===== config.mk =====
export PLATFORM = sky130hd
export DESIGN_NAME = bcd_addsub_serial_flat
export DESIGN_NICKNAME = d
export VERILOG_FILES = /design/src/rtl/bcd_addsub_serial_pkg.sv /design/src/rtl/bcd_addsub_serial_if.sv /design/src/rtl/bcd_addsub_serial_digit_add.sv /design/src/rtl/bcd_addsub_serial.sv /design/src/flat_wrapper.sv
export SDC_FILE = /design/constraint.sdc
export NUM_CORES = 1
export LEC_CHECK = 0
export CORE_MARGIN = 10
export CORE_UTILIZATION = 30
export DETAILED_ROUTE_END_ITERATION = 7
export SYNTH_ARGS = -nofsm -noshare
export SYNTH_HDL_FRONTEND = slang
export SYNTH_SLANG_ARGS = --single-unit

===== constraint.sdc =====
create_clock -name clk -period 3.9 [get_ports clk]
set_input_delay 0.975 -clock clk [delete_from_list [all_inputs] [get_ports clk]]
set_output_delay 0.975 -clock clk [all_outputs]
set_load 0.05 [all_outputs]

===== src/rtl/bcd_addsub_serial_pkg.sv =====
// ---------------------------------------------------------------------------
// bcd_pkg
// Shared types and constants for the digit-serial BCD adder/subtractor.
//   bcd_digit_t : one packed BCD digit (4 bits)
//   state_t     : controller states (IDLE, ADD, FIX)
//   BCD_MAX     : largest legal BCD digit, also the nine's-complement base
//   BCD_CORR    : decimal correction added when a binary digit sum exceeds 9
// ---------------------------------------------------------------------------
package bcd_pkg;

    typedef logic [3:0] bcd_digit_t;

    typedef enum logic [1:0] {
        IDLE = 2'd0,
        ADD  = 2'd1,
        FIX  = 2'd2
    } state_t;

    localparam bcd_digit_t BCD_MAX  = 4'd9;
    localparam bcd_digit_t BCD_CORR = 4'd6;

endpackage


===== src/rtl/bcd_addsub_serial_if.sv =====
// ---------------------------------------------------------------------------
// bcd_addsub_serial_if
// Request/result bundle of the serial BCD adder/subtractor.
//   start, sub, a, b             : request side (driven by the master)
//   busy, done, res, cout, neg, err : status/result side (driven by the unit)
// Modports: master (operand register side), slave (the arithmetic unit).
// ---------------------------------------------------------------------------
interface bcd_addsub_serial_if #(
    parameter int DIGITS = 4
);

    logic                  start;
    logic                  sub;
    logic [4*DIGITS-1:0]   a;
    logic [4*DIGITS-1:0]   b;
    logic                  busy;
    logic                  done;
    logic [4*DIGITS-1:0]   res;
    logic                  cout;
    logic                  neg;
    logic                  err;

    modport master (
        output start, sub, a, b,
        input  busy, done, res, cout, neg, err
    );

    modport slave (
        input  start, sub, a, b,
        output busy, done, res, cout, neg, err
    );

endinterface


===== src/rtl/bcd_addsub_serial_digit_add.sv =====
// ---------------------------------------------------------------------------
// bcd_digit_add
// Combinational single-digit BCD correction adder.
//   x, y : input digits
//   cin  : carry in
//   s    : corrected result digit
//   cout : decimal carry out (binary sum was above 9)
// ---------------------------------------------------------------------------
module bcd_digit_add
    import bcd_pkg::*;
(
    input  bcd_digit_t x,
    input  bcd_digit_t y,
    input  logic       cin,
    output bcd_digit_t s,
    output logic       cout
);

    logic [4:0] raw;

    // Plain binary sum first; anything past 9 is folded back into the
    // decimal range by adding 6, which also drops the 16s bit naturally.
    always_comb begin
        raw  = {1'b0, x} + {1'b0, y} + {4'b0000, cin};
        s    = raw[3:0];
        cout = 1'b0;
        if (raw > 5'd9) begin
            s    = raw[3:0] + BCD_CORR;
            cout = 1'b1;
        end
    end

endmodule


===== src/rtl/bcd_addsub_serial.sv =====
// ---------------------------------------------------------------------------
// bcd_addsub_serial
// Digit-serial N-digit BCD adder/subtractor with sign-magnitude result.
// One digit is processed per clock through a single shared bcd_digit_add.
// Subtraction uses nine's complement plus an initial carry; a negative
// result is recovered by a second pass (FIX) taking its ten's complement.
//   clk   : rising-edge clock
//   rst_n : asynchronous active-low reset
//   bus   : bcd_addsub_serial_if.slave (start/sub/a/b in,
//           busy/done/res/cout/neg/err out)
// Optional feature macro: BCD_INPUT_CHECK_EN builds the invalid-digit check
// that drives err; without it err is tied low.
// ---------------------------------------------------------------------------
module bcd_addsub_serial
    import bcd_pkg::*;
#(
    parameter int DIGITS = 4
)(
    input  logic                  clk,
    input  logic                  rst_n,
    bcd_addsub_serial_if.slave    bus
);

    localparam int W     = 4 * DIGITS;
    localparam int CNT_W = $clog2(DIGITS + 1);
    localparam logic [CNT_W-1:0] LAST_DIGIT = CNT_W'(DIGITS - 1);

    state_t           state;
    state_t           state_next;

    logic [W-1:0]     a_sr;
    logic [W-1:0]     b_sr;
    logic [W-1:0]     res_q;
    logic [CNT_W-1:0] cnt;
    logic             sub_q;
    logic             carry;
    logic             cout_q;
    logic             neg_q;
    logic             done_q;

    logic             load;
    logic             step;
    logic             enter_fix;
    logic             finish;
    logic             last;

    bcd_digit_t       dig_x;
    bcd_digit_t       dig_y;
    bcd_digit_t       dig_s;
    logic             dig_cout;
    logic [W+3:0]     res_cat;
    logic [W-1:0]     res_next;

    assign last = (cnt == LAST_DIGIT);

    // Operand selection for the shared digit adder. In ADD the low digits of
    // the operand shift registers are used, with B nine's-complemented for
    // subtraction. In FIX the current result digit is nine's-complemented
    // against zero so the running carry turns it into a ten's complement.
    always_comb begin
        dig_x = a_sr[3:0];
        dig_y = b_sr[3:0];
        if (state == FIX) begin
            dig_x = 4'd0;
            dig_y = BCD_MAX - res_q[3:0];
        end else if (sub_q) begin
            dig_y = BCD_MAX - b_sr[3:0];
        end
    end

    bcd_digit_add u_digit_add (
        .x    (dig_x),
        .y    (dig_y),
        .cin  (carry),
        .s    (dig_s),
        .cout (dig_cout)
    );

    // New digit enters at the MSB end while the consumed digit drops off the
    // LSB end; concatenating and shifting keeps this valid even for DIGITS=1.
    always_comb begin
        res_cat  = {dig_s, res_q} >> 4;
        res_next = res_cat[W-1:0];
    end

    // Controller state register.
    always_ff @(posedge clk or negedge rst_n) begin
        if (!rst_n) begin
            state <= IDLE;
        end else begin
            state <= state_next;
        end
    end

    // Next-state and datapath strobes. A subtraction that ends without a
    // carry out means A < B, so it detours through FIX before finishing.
    always_comb begin
        state_next = state;
        load       = 1'b0;
        step       = 1'b0;
        enter_fix  = 1'b0;
        finish     = 1'b0;
        case (state)
            IDLE: begin
                if (bus.start) begin
                    load       = 1'b1;
                    state_next = ADD;
                end
            end
            ADD: begin
                step = 1'b1;
                if (last) begin
                    if (sub_q && !dig_cout) begin
                        enter_fix  = 1'b1;
                        state_next = FIX;
                    end else begin
                        finish     = 1'b1;
                        state_next = IDLE;
                    end
                end
            end
            FIX: begin
                step = 1'b1;
                if (last) begin
                    finish     = 1'b1;
                    state_next = IDLE;
                end
            end
            default: begin
                state_next = IDLE;
            end
        endcase
    end

    // Datapath: operand/result shift registers, digit counter, carry and the
    // held result flags. Flags are cleared on an accepted start and then
    // hold from done until the next one.
    always_ff @(posedge clk or negedge rst_n) begin
        if (!rst_n) begin
            a_sr   <= '0;
            b_sr   <= '0;
            res_q  <= '0;
            cnt    <= '0;
            sub_q  <= 1'b0;
            carry  <= 1'b0;
            cout_q <= 1'b0;
            neg_q  <= 1'b0;
            done_q <= 1'b0;
        end else begin
            done_q <= finish;
            if (load) begin
                a_sr   <= bus.a;
                b_sr   <= bus.b;
                sub_q  <= bus.sub;
                carry  <= bus.sub;
                cnt    <= '0;
                cout_q <= 1'b0;
                neg_q  <= 1'b0;
            end else if (step) begin
                a_sr  <= a_sr >> 4;
                b_sr  <= b_sr >> 4;
                res_q <= res_next;
                carry <= dig_cout;
                cnt   <= cnt + 1'b1;
                if (enter_fix) begin
                    neg_q <= 1'b1;
                    carry <= 1'b1;
                    cnt   <= '0;
                end
                if (finish && (state == ADD) && !sub_q) begin
                    cout_q <= dig_cout;
                end
            end
        end
    end

`ifdef BCD_INPUT_CHECK_EN
    logic err_q;
    logic bad_digit;

    // Flag any operand digit above 9 at the moment the request is accepted.
    always_comb begin
        bad_digit = 1'b0;
        for (int i = 0; i < DIGITS; i++) begin
            if ((bus.a[4*i +: 4] > BCD_MAX) || (bus.b[4*i +: 4] > BCD_MAX)) begin
                bad_digit = 1'b1;
            end
        end
    end

    // err is captured with the operands and holds until the next start.
    always_ff @(posedge clk or negedge rst_n) begin
        if (!rst_n) begin
            err_q <= 1'b0;
        end else if (load) begin
            err_q <= bad_digit;
        end
    end

    assign bus.err = err_q;
`else
    assign bus.err = 1'b0;
`endif

    assign bus.busy = (state != IDLE);
    assign bus.done = done_q;
    assign bus.res  = res_q;
    assign bus.cout = cout_q;
    assign bus.neg  = neg_q;

endmodule


===== src/flat_wrapper.sv =====
// flat-port wrapper written by rule: the top's interface ports become plain ports
module bcd_addsub_serial_flat import bcd_pkg::*;
#(
    parameter int DIGITS = 4
)
  (clk, rst_n, bus_start, bus_sub, bus_a, bus_b, bus_busy, bus_done, bus_res, bus_cout, bus_neg, bus_err);
  bcd_addsub_serial_if #(.DIGITS(DIGITS)) bus_i ();
  input  logic clk;
  input  logic rst_n;
  input wire logic [$bits(bus_i.start)-1:0] bus_start;
  input wire logic [$bits(bus_i.sub)-1:0] bus_sub;
  input wire logic [$bits(bus_i.a)-1:0] bus_a;
  input wire logic [$bits(bus_i.b)-1:0] bus_b;
  output wire logic [$bits(bus_i.busy)-1:0] bus_busy;
  output wire logic [$bits(bus_i.done)-1:0] bus_done;
  output wire logic [$bits(bus_i.res)-1:0] bus_res;
  output wire logic [$bits(bus_i.cout)-1:0] bus_cout;
  output wire logic [$bits(bus_i.neg)-1:0] bus_neg;
  output wire logic [$bits(bus_i.err)-1:0] bus_err;
  assign bus_i.start = bus_start;
  assign bus_i.sub = bus_sub;
  assign bus_i.a = bus_a;
  assign bus_i.b = bus_b;
  assign bus_busy = bus_i.busy;
  assign bus_done = bus_i.done;
  assign bus_res = bus_i.res;
  assign bus_cout = bus_i.cout;
  assign bus_neg = bus_i.neg;
  assign bus_err = bus_i.err;
  bcd_addsub_serial #(.DIGITS(DIGITS)) u_core (.clk(clk), .rst_n(rst_n), .bus(bus_i));
endmodule

## Word level (Yosys, flattened, before mapping)

Index checks and enable logic that the tools add are counted.

| word-level totals | value |
|---|---|
| output and inout port bits | 21 |
| register bits after elaboration | 58 |

| operators by class | value |
|---|---|
| bitwise operators | 1 |
| eq/ne operators | 6 |
| order comparisons | 1 |
| add/sub/neg operators | 6 |
| reductions and logical operators | 15 |
| multiplexer cells | 36 |

Operator list:

| cell | count |
|---|---|
| 2-to-1 mux 16 bit | 4 |
| 2-to-1 mux 1 bit | 19 |
| 2-to-1 mux 4 bit | 4 |
| 2-to-1 mux 3 bit | 3 |
| 2-to-1 mux 2 bit | 4 |
| nonzero test 2 bit | 4 |
| subtractor 4 bit (first input constant) | 2 |
| one-hot mux 2 bit (3 select lines) | 1 |
| AND reduction 2 bit | 3 |
| adder 4 x 4 -> 5 bit | 1 |
| adder 5 x 1 -> 5 bit | 1 |
| greater-than comparator 5 x 4 -> 1 bit (second input constant) | 1 |
| adder 4 x 3 -> 4 bit (second input constant) | 1 |
| != test 2 x 1 -> 1 bit (second input constant) | 2 |
| adder 3 x 1 -> 3 bit (second input constant) | 1 |
| == test 3 x 2 -> 1 bit (second input constant) | 1 |
| logical AND 1 bit | 3 |
| AND reduction 3 bit | 1 |
| == test 2 x 1 -> 1 bit (second input constant) | 1 |
| == test 2 bit (second input constant) | 1 |
| logical NOT 1 bit | 2 |
| logical NOT 2 bit | 1 |
| != test 2 bit (second input constant) | 1 |
| one-hot mux 1 bit (2 select lines) | 1 |
| 2 further kinds | 2 |

## Logic depth before layout (Yosys ltp)

| depth | value |
|---|---|
| depth in word-level cells | 17 |
| mapped depth | 15 |
| depth with buffers taken out | 14 |

## Modules after synthesis

From an unflattened synthesis, not the netlist that was laid out.

| second synthesis, totals | value |
|---|---|
| cells, all modules | 280 |
| area, all modules | 3,001.6 sq um |

Modules (own cells, without submodules):

| module | cells an instance | times used | area each (sq um) | seq. area each (sq um) |
|---|---|---|---|---|
| bcd_addsub_serial | 258 | 1 | 2,790.2 | 1,451.4 |
| bcd_digit_add | 22 | 1 | 211.5 | 0.0 |

## Worst setup path after synthesis

Ideal clock, no wire load.

| path | value |
|---|---|
| path kind | reg2reg |
| start | register u_core.state[0] |
| end | register u_core.res_q[14], in the netlist u_core.bus.res[14] |
| buffers on the path | 1 |
| library setup time | 0.126 ns |
| required time | 3.774 ns |
| slack | 0.699 ns |
| stages on the path, launching flop included | 14 |
| arrival time | 3.075 ns |
| cell sequence | dfrtp_1 -> inv_1 -> ha_1 -> clkbuf_1 -> o21ai_0 -> fa_1 -> inv_1 -> fa_1 -> inv_1 -> ha_1 -> nand2b_1 -> a22oi_1 -> a31oi_4 -> a221o_1 |

| between the ends | value |
|---|---|
| cells in the longest elaborated chain, start to end | 6 |
| elaborated cells on any way between the ends | 15 |

Ends and longest elaborated chain:

| what | RTL line | RTL |
|---|---|---|
| start: declaration | bcd_addsub_serial.sv:28 | `state_t state;` |
| start signal: assignment | bcd_addsub_serial.sv:91 | `state <= state_next;` |
| == test 2 bit | bcd_addsub_serial.sv:63, bcd_addsub_serial.sv:103 |  |
| 2-to-1 mux 4 bit | bcd_addsub_serial.sv:63 | `if (state == FIX) begin` |
| adder 4 x 4 -> 5 bit | bcd_addsub_serial_digit_add.sv:24 | `raw = {1'b0, x} + {1'b0, y} + {4'b0000, cin};` |
| adder 5 x 1 -> 5 bit | bcd_addsub_serial_digit_add.sv:24 |  |
| adder 4 x 3 -> 4 bit or greater-than comparator 5 x 4 -> 1 bit (tied branches) | bcd_addsub_serial_digit_add.sv:28, bcd_addsub_serial_digit_add.sv:27 |  |
| 2-to-1 mux 4 bit | bcd_addsub_serial_digit_add.sv:27 | `if (raw > 5'd9) begin` |
| end signal: assignment | bcd_addsub_serial.sv:162 | `res_q <= res_next;` |
| end: declaration | bcd_addsub_serial.sv:33 | `logic [W-1:0] res_q;` |

Several ways; a longest one is shown, not always the timed one.
A chain may end at the register's enable or synchronous reset.

## Final worst setup path

| path | value |
|---|---|
| start | register u_core.state[0] |
| end | register u_core.cnt[2] |

| between the ends | value |
|---|---|
| cells in the longest elaborated chain, start to end | 14 |
| elaborated cells on any way between the ends | 21 |

Ends and longest elaborated chain:

| what | RTL line | RTL |
|---|---|---|
| == test 2 bit | bcd_addsub_serial.sv:63, bcd_addsub_serial.sv:103 |  |
| 2-to-1 mux 4 bit | bcd_addsub_serial.sv:63 |  |
| adder 4 x 4 -> 5 bit | bcd_addsub_serial_digit_add.sv:24 |  |
| adder 5 x 1 -> 5 bit | bcd_addsub_serial_digit_add.sv:24 |  |
| greater-than comparator 5 x 4 -> 1 bit | bcd_addsub_serial_digit_add.sv:27 |  |
| 2-to-1 mux 1 bit | bcd_addsub_serial_digit_add.sv:27 |  |
| logical NOT 1 bit | bcd_addsub_serial.sv:113 | `if (sub_q && !dig_cout) begin` |
| logical AND 1 bit | bcd_addsub_serial.sv:113 |  |
| 2-to-1 mux 1 bit | bcd_addsub_serial.sv:113 |  |
| 2-to-1 mux 1 bit | bcd_addsub_serial.sv:112 | `if (last) begin` |
| 2-to-1 mux 1 bit | bcd_addsub_serial.sv:103 | `case (state)` |
| 2-to-1 mux 3 bit | bcd_addsub_serial.sv:165 | `if (enter_fix) begin` |
| 2-to-1 mux 3 bit | bcd_addsub_serial.sv:159 | `end else if (step) begin` |
| 2-to-1 mux 3 bit | bcd_addsub_serial.sv:151 | `if (load) begin` |
| end signal: assignment | bcd_addsub_serial.sv:164 | `cnt <= cnt + 1'b1;` |
| end: declaration | bcd_addsub_serial.sv:34 | `logic [CNT_W-1:0] cnt;` |

Several ways; a longest one is shown, not always the timed one. The select of a mux whose other input is x is not followed.

==> results.toml <==
[run_status]
outcome = "complete, no violations"

[sta]
final_hold_viol_count = 0
fin_worst_skew_ns = 0.0125
maxSlewHeadroom = 0.487
slew_viol_final = 0
fmax_mhz = 288
fin_crit_ns = 3.47
tns_ns = 0
fin_crit_sh = 0.890
tightest_slew_ns = 0.767
setup_viol = 0
rsz0062_at_grt = "false"

[cells_and_area]
nFillCells = 1028
antenna-diode-count = 0
multi_input_area_mm2 = 0.00135
drive_above_1_share = 0.117
design_area_mm2 = 0.00381
syn2layout_area_growth_pct = 30.0
nets = 388
regArea_mm2 = 0.00145

[route]
final_antenna_net_count = 0
vias = 2157
wl_per_cell_um = 14.0
drtIter0Drc = 103
wirelength_um = 6670
detail_route.vias_per_cell = 4.54
firstDrtPassIters = 4
drc = 0

[synthesis]
synth_area_mm2 = 0.00293
seq_area_frac_synth = 0.496
synth_top_area_share = 0.496
yosysMostFrequentCell = "dfrtp_1"
syn_nets = 337
netlist_top_cells_count = "dfrtp_1 (58), nand2_1 (56), o21ai_0 (41), mux2i_1 (26)"
yosysTopAreaCell = "dfrtp_1"
synth_flop_cell = "dfrtp_1"
synth-edff-count = 0
synthDistinctLibCells = 38
synth.avg_cell_area_um2 = 10.2
ys.warnings.count = 0
netlist_instances = 286
async_reset_ff_frac = 1.00
ys_top_cells_by_area = "dfrtp_1 (50%), mux2i_1 (8.9%), nand2_1 (7.2%)"
synth-seq-cells = 58

[worst_setup_path]
crit_slowest_cell = "fa_1"
critPathMaxStageDelay_ns = 0.43
critical_path_class = "reg2reg"
path_delay_family = "adder cells"
cp.required_ns = 4.14
critPathBufInv = 2
cp_max_fo = 13
critPathCaptureType = "flop"
cp.arrival_ns = 3.71
crit_chain = "inv_1, ha_1, nand2_1, o21ai_0, fa_1, inv_1, fa_1, xnor2_1, ha_1, a22oi_1, a31oi_4, nand4_2, a32o_1"
cp-start-kind = "flop"

[die]
die_area_mm2 = 0.0141
num_rows = 36
die_w_um = 119
core_area_mm2 = 0.00964
start_util = 0.304
dieHeight_um = 119
pin_count = 57

[clocking]
clockBufferDepth = 2
cts_root_buf = "clkbuf_8"
hold_buffers = 0
cts_setup_buffers = 0
h-tree-depth = 3
cts_sinks = 58
cts_resized = 0
cts_tree = "built"
clock_latency_ns = 0.35
cts.clk_slew.worst_paths_ns = 0.07
cts-buffers-inserted = 9

[flow_run]
max_cap_violations = 0

[place]
dp_hpwl_um = 4870
postPlaceCellArea_mm2 = 0.00359
port_buffers = 55
routabilityCongestion = 0.815

[power_and_ir_drop]
total_power_mw = 3.98
power_density_mw_per_mm2 = 1050
ir_worst_vdd_mv = 0.458
p_leak_nw = 1.70

[global_route]
antenna_found_initial = 0
track_usage = 0.0959
grt_max_degree = 45
grt_pass1_vias = 2260
grt_pass1_wl_um = 11200
grt_overflow = 0

[worst_hold_path]
holdCritPathClass = "reg2reg"
## metal layers
layer | vias up | global-route usage | wire length, um
met5 | - | 0 | 0
met4 | 0 | 0.0366 | 114
met1 | 1010 | 0.121 | 3270
met3 | 13 | 0.0378 | 365
met2 | 63 | 0.144 | 2920
li1 | 1071 | - | -
## logic make-up (layout without fill, tap and decap cells)
group,count (synthesis),count (layout),synth area share
adder cells (fa/ha/maj),15,15,0.0692
multiplexers,39,39,0.139
flip-flops,58,58,0.496
AND/OR/NAND/NOR,77,77,0.116
AO/OA/AOI/OAI,60,60,0.122
buffers and inverters,31,87,0.0427
other,1,1,0.00128
XOR/XNOR,5,5,0.0150
## worst min-delay path: stages, from the launching register on
cell	delay, ns
dfrtp_1	0.35
nand2_1	0.05
o21ai_0	0.06
## state kept, by name (all words and copies together) (netlist names), 2 cells and up
name,count
u_core.a_sr,16
u_core.b_sr,16
u_core.bus.res,16
u_core.cnt,3
u_core.state,2
## worst paths after layout
path / from / slack, ns / depth (start not counted) / to
max: u_core.state[0] / 0.43 / 13 / u_core.cnt[2]
min: u_core.bus.neg / 0.49 / 2 / u_core.bus.neg
max reg2reg: u_core.state[0] / 0.43 / 13 / u_core.cnt[2]
min reg2reg: u_core.bus.neg / 0.49 / 2 / u_core.bus.neg
max in group asynchronous: rst_n / 2.37 / 2 / u_core.bus.res[11]
min in group asynchronous: rst_n / 0.70 / 1 / u_core.bus.res[2]
## placed cells by master, fill, tap and decap left out, types with 5 or more instances in the layout
cell type,count
clkdlybuf4s50_1,54
dfrtp_1,58
o21ai_0,41
mux2_2,13
nand2_1,56
inv_1,13
nor2_1,5
clkbuf_8,10
mux2i_1,26
ha_1,13
## metrics by stage
step	instances	setup WS, ns	hold slack [ns]	util
global route	475	0.111	0.539	0.395
detailed placement	459	0.446	0.484	0.372
floorplan	286	0.699	0.475	-
CTS	475	0.435	0.500	0.395
finish	475	0.430	0.486	0.395
global placement	459	0.629	0.477	0.372
## area by class of cell
class                   count  area share
flip-flops and latches     58       0.381
multi-input cells         197       0.356
repair buffers             58       0.149
well taps                 133      0.0437
clock buffers              11      0.0371
clock inverters             5      0.0204
inverters                  13      0.0128
## where the power goes
group | internal (mW) | leakage [nW] | switching (mW)
Clock | 0.375 | 0.109 | 0.248
Combinational | 0.960 | 0.859 | 1.32
Sequential | 0.886 | 0.733 | 0.190
No activity file was read; power rests on OpenSTA's default activity.
